[src/rtl/bullet_bank_if.sv]
// Signal bundle between the bullet engine and its neighbours: the game-phase
// controller and collision checker drive it, the VGA renderer reads it.
interface bullet_bank_if #(
    parameter int NUM_BULLETS = 4,
    parameter int COORD_W     = 8,
    parameter int SIZE_W      = 8
);
    logic                              isRun;
    logic [3*NUM_BULLETS-1:0]          index;
    logic [NUM_BULLETS-1:0]            isCollide;
    logic [2*COORD_W*NUM_BULLETS-1:0]  position;
    logic [2*SIZE_W*NUM_BULLETS-1:0]   size;
    logic [3*NUM_BULLETS-1:0]          color;
    logic [NUM_BULLETS-1:0]            isRender;
    logic [NUM_BULLETS-1:0]            hitPulse;
    logic [7:0]                        hitCount;

    // Game side: controller and collision checker drive, renderer reads.
    modport master (
        output isRun, index, isCollide,
        input  position, size, color, isRender, hitPulse, hitCount
    );

    // Bullet engine side.
    modport slave (
        input  isRun, index, isCollide,
        output position, size, color, isRender, hitPulse, hitCount
    );
endinterface

[src/rtl/bullet_bank.sv]
// Multi-channel bullet engine: each channel spawns from a pattern table,
// moves on a shared tick with arena wrap-around, and goes dark for a fixed
// number of ticks after a hit before respawning.
module bullet_bank #(
    parameter int NUM_BULLETS   = 4,
    parameter int COORD_W       = 8,
    parameter int SIZE_W        = 8,
    parameter int TICK_DIV      = 4,
    parameter int ARENA_MIN     = 0,
    parameter int ARENA_MAX     = 200,
    parameter int RESPAWN_TICKS = 8
) (
    input  logic          clk,
    input  logic          resetN,
    bullet_bank_if.slave  bus
);
    localparam int AW = COORD_W + 2;
    localparam int PW = (TICK_DIV > 1) ? $clog2(TICK_DIV) : 1;
    localparam int RW = $clog2(RESPAWN_TICKS + 1);

    localparam logic signed [AW-1:0] MIN_S = AW'(ARENA_MIN);
    localparam logic signed [AW-1:0] MAX_S = AW'(ARENA_MAX);
    localparam logic signed [AW-1:0] ONE_S = AW'(1);

    typedef enum logic [1:0] {IDLE, ACTIVE, HIT, RESPAWN} state_t;

    typedef struct packed {
        logic [COORD_W-1:0] x;
        logic [COORD_W-1:0] y;
        logic [SIZE_W-1:0]  w;
        logic [SIZE_W-1:0]  h;
        logic [2:0]         col;
    } spawn_t;

    // Registered per-channel state
    state_t             state_q [NUM_BULLETS];
    logic [COORD_W-1:0] x_q     [NUM_BULLETS];
    logic [COORD_W-1:0] y_q     [NUM_BULLETS];
    logic [SIZE_W-1:0]  w_q     [NUM_BULLETS];
    logic [SIZE_W-1:0]  h_q     [NUM_BULLETS];
    logic [2:0]         col_q   [NUM_BULLETS];
    logic [2:0]         lidx_q  [NUM_BULLETS];
    logic [RW-1:0]      resp_q  [NUM_BULLETS];
    logic [NUM_BULLETS-1:0] render_q;
    logic [NUM_BULLETS-1:0] hit_q;
    logic [7:0]             hitcnt_q;
    logic [PW-1:0]          presc_q;

    // Next-state values
    state_t             state_d [NUM_BULLETS];
    logic [COORD_W-1:0] x_d     [NUM_BULLETS];
    logic [COORD_W-1:0] y_d     [NUM_BULLETS];
    logic [SIZE_W-1:0]  w_d     [NUM_BULLETS];
    logic [SIZE_W-1:0]  h_d     [NUM_BULLETS];
    logic [2:0]         col_d   [NUM_BULLETS];
    logic [2:0]         lidx_d  [NUM_BULLETS];
    logic [RW-1:0]      resp_d  [NUM_BULLETS];
    logic [7:0]             hitcnt_d;
    logic [PW-1:0]          presc_d;
    logic                   tick;

    // Pattern table: spawn point, size and colour for a given index/channel.
    function automatic spawn_t spawn_of(input logic [2:0] idx, input int ch);
        logic [COORD_W-1:0] lo;
        logic [COORD_W-1:0] hi;
        logic [COORD_W-1:0] off;
        spawn_t s;
        lo  = COORD_W'(ARENA_MIN);
        hi  = COORD_W'(ARENA_MAX);
        off = COORD_W'(16 * ch);
        case (idx[1:0])
            2'd0:    s = '{x: lo,       y: lo + off, w: SIZE_W'(8), h: SIZE_W'(8),  col: 3'b000};
            2'd1:    s = '{x: hi,       y: lo + off, w: SIZE_W'(8), h: SIZE_W'(8),  col: 3'b001};
            2'd2:    s = '{x: lo + off, y: lo,       w: SIZE_W'(4), h: SIZE_W'(12), col: 3'b010};
            default: s = '{x: lo + off, y: lo,       w: SIZE_W'(6), h: SIZE_W'(6),  col: 3'b000};
        endcase
        return s;
    endfunction

    function automatic logic signed [AW-1:0] vel_x(input logic [2:0] idx);
        case (idx[1:0])
            2'd0:    vel_x = AW'(2);
            2'd1:    vel_x = AW'(-2);
            2'd2:    vel_x = AW'(0);
            default: vel_x = AW'(1);
        endcase
    endfunction

    function automatic logic signed [AW-1:0] vel_y(input logic [2:0] idx);
        case (idx[1:0])
            2'd2:    vel_y = AW'(3);
            2'd3:    vel_y = AW'(1);
            default: vel_y = AW'(0);
        endcase
    endfunction

    // One axis step with wrap; landing exactly on MIN or MAX stays put.
    function automatic logic [COORD_W-1:0] step_axis(input logic [COORD_W-1:0] cur,
                                                     input logic signed [AW-1:0] vel);
        logic signed [AW-1:0] nv;
        logic signed [AW-1:0] res;
        nv = $signed({2'b00, cur}) + vel;
        if (nv > MAX_S)
            res = MIN_S + (nv - MAX_S - ONE_S);
        else if (nv < MIN_S)
            res = MAX_S - (MIN_S - nv - ONE_S);
        else
            res = nv;
        return res[COORD_W-1:0];
    endfunction

    // Shared prescaler; tick only while running so frozen state never advances.
    always_comb begin
        tick    = bus.isRun && (presc_q == PW'(TICK_DIV - 1));
        presc_d = presc_q;
        if (bus.isRun)
            presc_d = tick ? '0 : presc_q + PW'(1);
    end

    // Per-channel next-state and datapath, plus the hit accumulator.
    always_comb begin
        logic [3:0] n_hits;
        logic [8:0] sum;
        n_hits = '0;
        for (int ch = 0; ch < NUM_BULLETS; ch++) begin
            logic [2:0] idx_in;
            logic       valid;
            spawn_t     sp;
            // NOTE: every combinational output gets a default first so no path
            // through the case leaves it unassigned, which would infer a latch.
            state_d[ch] = state_q[ch];
            x_d[ch]     = x_q[ch];
            y_d[ch]     = y_q[ch];
            w_d[ch]     = w_q[ch];
            h_d[ch]     = h_q[ch];
            col_d[ch]   = col_q[ch];
            lidx_d[ch]  = lidx_q[ch];
            resp_d[ch]  = resp_q[ch];
            idx_in      = bus.index[3*ch +: 3];
            valid       = !idx_in[2];
            sp          = spawn_of(idx_in, ch);

            case (state_q[ch])
                IDLE: begin
                    if (bus.isRun && valid) begin
                        state_d[ch] = ACTIVE;
                        {x_d[ch], y_d[ch], w_d[ch], h_d[ch], col_d[ch]} = sp;
                        lidx_d[ch]  = idx_in;
                    end
                end
                ACTIVE: begin
                    if (bus.isCollide[ch]) begin
                        state_d[ch] = HIT;
                    end else if (!valid) begin
                        state_d[ch] = IDLE;
                    end else if (idx_in != lidx_q[ch]) begin
                        {x_d[ch], y_d[ch], w_d[ch], h_d[ch], col_d[ch]} = sp;
                        lidx_d[ch]  = idx_in;
                    end else if (tick) begin
                        x_d[ch] = step_axis(x_q[ch], vel_x(lidx_q[ch]));
                        y_d[ch] = step_axis(y_q[ch], vel_y(lidx_q[ch]));
                    end
                end
                HIT: begin
                    resp_d[ch]  = RW'(RESPAWN_TICKS);
                    state_d[ch] = RESPAWN;
                end
                default: begin
                    if (tick) begin
                        if (resp_q[ch] <= RW'(1)) begin
                            resp_d[ch] = '0;
                            if (valid) begin
                                state_d[ch] = ACTIVE;
                                {x_d[ch], y_d[ch], w_d[ch], h_d[ch], col_d[ch]} = sp;
                                lidx_d[ch]  = idx_in;
                            end else begin
                                state_d[ch] = IDLE;
                            end
                        end else begin
                            resp_d[ch] = resp_q[ch] - RW'(1);
                        end
                    end
                end
            endcase

            if (state_d[ch] == HIT)
                n_hits = n_hits + 4'd1;
        end
        sum      = {1'b0, hitcnt_q} + {5'b00000, n_hits};
        hitcnt_d = sum[8] ? 8'hFF : sum[7:0];
    end

    // State register; every channel register is cleared so reset fully defines outputs.
    always_ff @(posedge clk) begin
        // NOTE: sequential state uses non-blocking assignment so every register
        // samples the pre-edge values regardless of statement order.
        if (!resetN) begin
            presc_q  <= '0;
            hitcnt_q <= '0;
            render_q <= '0;
            hit_q    <= '0;
            for (int ch = 0; ch < NUM_BULLETS; ch++) begin
                state_q[ch] <= IDLE;
                x_q[ch]     <= '0;
                y_q[ch]     <= '0;
                w_q[ch]     <= '0;
                h_q[ch]     <= '0;
                col_q[ch]   <= '0;
                lidx_q[ch]  <= '0;
                resp_q[ch]  <= '0;
            end
        end else begin
            presc_q  <= presc_d;
            hitcnt_q <= hitcnt_d;
            for (int ch = 0; ch < NUM_BULLETS; ch++) begin
                state_q[ch]  <= state_d[ch];
                x_q[ch]      <= x_d[ch];
                y_q[ch]      <= y_d[ch];
                w_q[ch]      <= w_d[ch];
                h_q[ch]      <= h_d[ch];
                col_q[ch]    <= col_d[ch];
                lidx_q[ch]   <= lidx_d[ch];
                resp_q[ch]   <= resp_d[ch];
                render_q[ch] <= (state_d[ch] == ACTIVE);
                hit_q[ch]    <= (state_d[ch] == HIT);
            end
        end
    end

    // Pack registered channel state onto the output buses.
    always_comb begin
        bus.position = '0;
        bus.size     = '0;
        bus.color    = '0;
        for (int ch = 0; ch < NUM_BULLETS; ch++) begin
            bus.position[2*COORD_W*ch +: 2*COORD_W] = {x_q[ch], y_q[ch]};
            bus.size[2*SIZE_W*ch +: 2*SIZE_W]       = {w_q[ch], h_q[ch]};
            bus.color[3*ch +: 3]                    = col_q[ch];
        end
        bus.isRender = render_q;
        bus.hitPulse = hit_q;
        bus.hitCount = hitcnt_q;
    end
endmodule

[src/flat_wrapper.sv]
// flat-port wrapper written by rule: the top's interface ports become plain ports
module bullet_bank_flat 
#(
    parameter int NUM_BULLETS   = 4,
    parameter int COORD_W       = 8,
    parameter int SIZE_W        = 8,
    parameter int TICK_DIV      = 4,
    parameter int ARENA_MIN     = 0,
    parameter int ARENA_MAX     = 200,
    parameter int RESPAWN_TICKS = 8
)
  (clk, resetN, bus_isRun, bus_index, bus_isCollide, bus_position, bus_size, bus_color, bus_isRender, bus_hitPulse, bus_hitCount);
  bullet_bank_if #(.NUM_BULLETS(NUM_BULLETS), .COORD_W(COORD_W), .SIZE_W(SIZE_W)) bus_i ();
  input  logic clk;
  input  logic resetN;
  input wire logic [$bits(bus_i.isRun)-1:0] bus_isRun;
  input wire logic [$bits(bus_i.index)-1:0] bus_index;
  input wire logic [$bits(bus_i.isCollide)-1:0] bus_isCollide;
  output wire logic [$bits(bus_i.position)-1:0] bus_position;
  output wire logic [$bits(bus_i.size)-1:0] bus_size;
  output wire logic [$bits(bus_i.color)-1:0] bus_color;
  output wire logic [$bits(bus_i.isRender)-1:0] bus_isRender;
  output wire logic [$bits(bus_i.hitPulse)-1:0] bus_hitPulse;
  output wire logic [$bits(bus_i.hitCount)-1:0] bus_hitCount;
  assign bus_i.isRun = bus_isRun;
  assign bus_i.index = bus_index;
  assign bus_i.isCollide = bus_isCollide;
  assign bus_position = bus_i.position;
  assign bus_size = bus_i.size;
  assign bus_color = bus_i.color;
  assign bus_isRender = bus_i.isRender;
  assign bus_hitPulse = bus_i.hitPulse;
  assign bus_hitCount = bus_i.hitCount;
  bullet_bank #(.NUM_BULLETS(NUM_BULLETS), .COORD_W(COORD_W), .SIZE_W(SIZE_W), .TICK_DIV(TICK_DIV), .ARENA_MIN(ARENA_MIN), .ARENA_MAX(ARENA_MAX), .RESPAWN_TICKS(RESPAWN_TICKS)) u_core (.clk(clk), .resetN(resetN), .bus(bus_i));
endmodule
[config.mk]
export PLATFORM = sky130hd
export DESIGN_NAME = bullet_bank_flat
export DESIGN_NICKNAME = d
export VERILOG_FILES = /design/src/rtl/bullet_bank_if.sv /design/src/rtl/bullet_bank.sv /design/src/flat_wrapper.sv
export SDC_FILE = /design/constraint.sdc
export NUM_CORES = 1
export LEC_CHECK = 0
export CORE_MARGIN = 2
export CORE_UTILIZATION = 29
export CTS_CLUSTER_SIZE = 14
export DETAILED_ROUTE_END_ITERATION = 10
export HOLD_SLACK_MARGIN = 0.02
export PLACE_DENSITY_LB_ADDON = 0.2
export SLEW_MARGIN = 20
export SYNTH_ARGS = -nofsm -noshare
export SYNTH_HDL_FRONTEND = slang
export SYNTH_SLANG_ARGS = --single-unit
[constraint.sdc]
create_clock -name clk -period 5.4 [get_ports clk]
set_clock_uncertainty 0.1 [all_clocks]
set_input_delay 0.81 -clock clk [delete_from_list [all_inputs] [get_ports clk]]
set_output_delay 0.81 -clock clk [all_outputs]
set_load 0.02 [all_outputs]
==> metrics.txt <==
outcome=complete, no violations; Post-synth EDFFs=0; CTS Buffer Depth=2; drt pass-1 iters=5; H-tree depth=4; CTS tree=done; crit path DAT=between 4 and 5 ns; die area=38,040 um2; Post-Syn Area=10,580 um2; Iter 0 DRT Violations=491; flops & latches, synth=142; Cells after Synth=about 1,400; CP endpoint kind=flip-flop; number of global-route vias before repair=roughly 9,000; Worst Reg2Reg Path Length in Cells=13; GR met2 Demand/Resource=roughly 25%; CTS Buf Count=17; # DRC=0; worst hold start=u_core.lidx_q[1][2]; dominant cell type by area after synthesis=dfxtp_1; Root Buffer=clkbuf_16; leading cell types by count after synthesis=153 x nor2_1, 142 x dfxtp_1, 137 x nand2_1; compound-gate portion of the synthesized area=22.54%; fin crit share=about three quarters; Area contributors post-synth=dfxtp_1 27%, ha_1 8.4%, xnor2_1 7.0%; clock slew at reported path FFs=roughly 0.07 ns; Ys Warns=0; adder-cell share of the synthesized area=10.19%; final wirelength=29.51 mm; FFs w/ async S/R, synth=0%; Routed Antenna Nets=0; M1 GR Usage=20.77%; share of cells above drive strength 1=just under 4%; post-DP HPWL=22.34 mm; hold slack=0.3422 ns; total power=0.003030 W; Boundary Pins=175; Synth-to-Final Area Change=20.55%; Netlist cell types=80; cts hold-fix bufs=0; pin count of the biggest net entering global routing=53; power per standard cell area=237.5 nW/um2; worst-margin pin slew=0.8878 ns; wire length per cell=15.07 um; All-Layer GR Usage=15.49%; CP Launch Type=flip-flop; critical path type=flip-flop to flip-flop; hold worst-path end=u_core.lidx_q[1][2]; R2R Setup Slk=1.29 ns; total gr overflow=0; global-route wire length before repair=48.05 mm; Fin Setup TNS=0 ns; final setup vio count=0; Top FF cell, synth=dfxtp_1; placed insts=1,927; worst hold-check path type=flip-flop to flip-flop; core area=roughly 36,000 um2; mux contribution to synthesized area=under 10%; xor/xnor share of the synthesized area=between 9 and 10%; WP data required=5.63 ns; chip width=195.0 um; RePlAce Congestion=0.8441; TritonCTS Sinks=142; Seq/Total Area, Yosys=26.86%; final max-slew violation count=0; initial antenna violation count=0; worst-skew pair later-pin latency=approximately 0.43 ns; CP max FO=8; CP Launch Point=u_core.lidx_q[3][1]; R2R Path End=u_core.x_q[3][2]; R2R Path Start=u_core.lidx_q[3][1]; Yosys top cell area share=26.86%; via density per instance=5.016; WHS Path Cells=2; max cap viols=0; Syn Area/Cell=7.647 um2; initial core utilization=approximately 30%; Worst slew margin=40.59%; Final Net Count=around 1,600; post-CTS setup buffers=0; Port Buf Inserts=130; CTS resizes=0; main combinational cell family by area after synthesis=compound AO/OA/AOI/OAI gates; final count of hold timing violations=0; detailed-route via count=9,822; M3 GR Usage=3.368%; GRT busiest layer=met2; Die Span Y=between 150 and 200 um; row count=69; most frequent cell after synthesis=nor2_1; P_leak=roughly 5.1 nW; final cell count without fillers=between 1,500 and 2,000; FMAX=243.5 MHz; RSZ-0062 raised after global routing=no; VDD IR max=0.0002219 V; minimum clock period after layout=around 4.1 ns; area share of and/or/nand/nor cells after synthesis=21.24%; # diodes=0
flip-flops by register name, summed over array words and instances (netlist names), 8 cells and up:
| signal | cells |
|---|---|
| u_core.lidx_q | 12 |
| u_core.y_q | 32 |
| u_core.state_q | 8 |
| u_core.col_q | 8 |
| u_core.h_q | 8 |
| u_core.bus.hitCount | 8 |
| u_core.w_q | 8 |
| u_core.resp_q | 16 |
| u_core.x_q | 32 |
per-layer routing:
layer | wire, um | vias up
li1 | - | 4972
met1 | 14340 | 4646
met2 | 13620 | 181
met3 | 1156 | 23
met4 | 388 | 0
met5 | 0 | -
where the power goes:
part / internal [W] / switching, W / total [W] / leakage (nW)
Clock: 0.000807 / 0.000481 / 0.00129 / 0.301
Combinational: 0.000236 / 0.000372 / 0.000607 / 3.66
Sequential: 0.00109 / 0.0000475 / 0.00114 / 1.15
Total: 0.00213 / 0.000900 / 0.00303 / 5.11
layout by cell type, fill, tap and decap left out, types with 11 or more instances in the layout:
| cell | synthesis | final |
|---|---|---|
| a211oi_1 | 15 | 15 |
| a21o_1 | 21 | 21 |
| a21oi_1 | 116 | 116 |
| a22oi_1 | 16 | 16 |
| and2_1 | 19 | 19 |
| and3_1 | 17 | 17 |
| clkbuf_16 | 0 | 17 |
| clkdlybuf4s50_1 | 0 | 129 |
| conb_1 | 1 | 45 |
| dfxtp_1 | 142 | 142 |
| ha_1 | 71 | 71 |
| inv_1 | 64 | 63 |
| mux2i_1 | 14 | 14 |
| nand2_1 | 137 | 137 |
| nand2b_1 | 11 | 11 |
| nand3_1 | 44 | 44 |
| nor2_1 | 153 | 153 |
| nor2b_1 | 22 | 22 |
| nor3_1 | 34 | 34 |
| o211ai_1 | 13 | 13 |
| o21ai_0 | 64 | 64 |
| o21ai_1 | 26 | 26 |
| or3_1 | 12 | 12 |
| xnor2_1 | 84 | 83 |
| xor2_1 | 31 | 31 |
logic make-up (layout without fill, tap and decap cells):
| family | after synthesis | count (layout) |
|---|---|---|
| muxes | 17 | 17 |
| xor gates and xnor gates | 116 | 116 |
| other | 1 | 45 |
| DFF | 142 | 142 |
| AOI/OAI and AO/OA | 375 | 375 |
| buffers and inverters | 166 | 235 |
| adders and majority gates | 81 | 81 |
| and+or+nand+nor | 486 | 486 |
worst max path at each step:
stage	slack (ns)	end
floorplan	1.95	u_core.x_q[1][4]
detailed placement	1.19	u_core.y_q[2][2]
global route	0.99	u_core.x_q[1][7]
global placement	1.33	u_core.bus.hitCount[7]
finish	1.29	u_core.x_q[3][2]
CTS	1.41	u_core.x_q[1][7]
per-stage QoR:
step,cell area [um2],utilization [%],setup WS [ns]
6_report,12760,35.70,1.294
2_1_floorplan,10750,-,1.950
3_5_place_dp,12120,33.91,1.185
4_1_cts,12750,35.68,1.413
5_1_grt,12760,35.70,0.9943
3_3_place_gp,12120,33.91,1.328
final cells by class:
cell class | instances | area [um2]
flip-flops and latches | 142 | 2843
inverters | 65 | 244.0
clock buffers | 21 | 470.5
clock inverters | 10 | 161.4
well taps | 461 | 576.8
fillers | 3798 | 22980
repair buffers | 139 | 1376
multi-input cells | 1120 | 7087
worst max-delay path, stage by stage (launching register included):
cell and delay [ns]:
dfxtp_1 0.46, inv_1 0.16, nand2_1 0.25, inv_1 0.23, ha_1 0.39, a21oi_1 0.41
o211ai_1 0.21, a31oi_1 0.52, nand3_1 0.16, a32oi_2 0.45, mux2i_1 0.14, o21ai_1 0.14
o21ai_0 0.10, a32o_1 0.28
(Power assumes the default switching activity.)
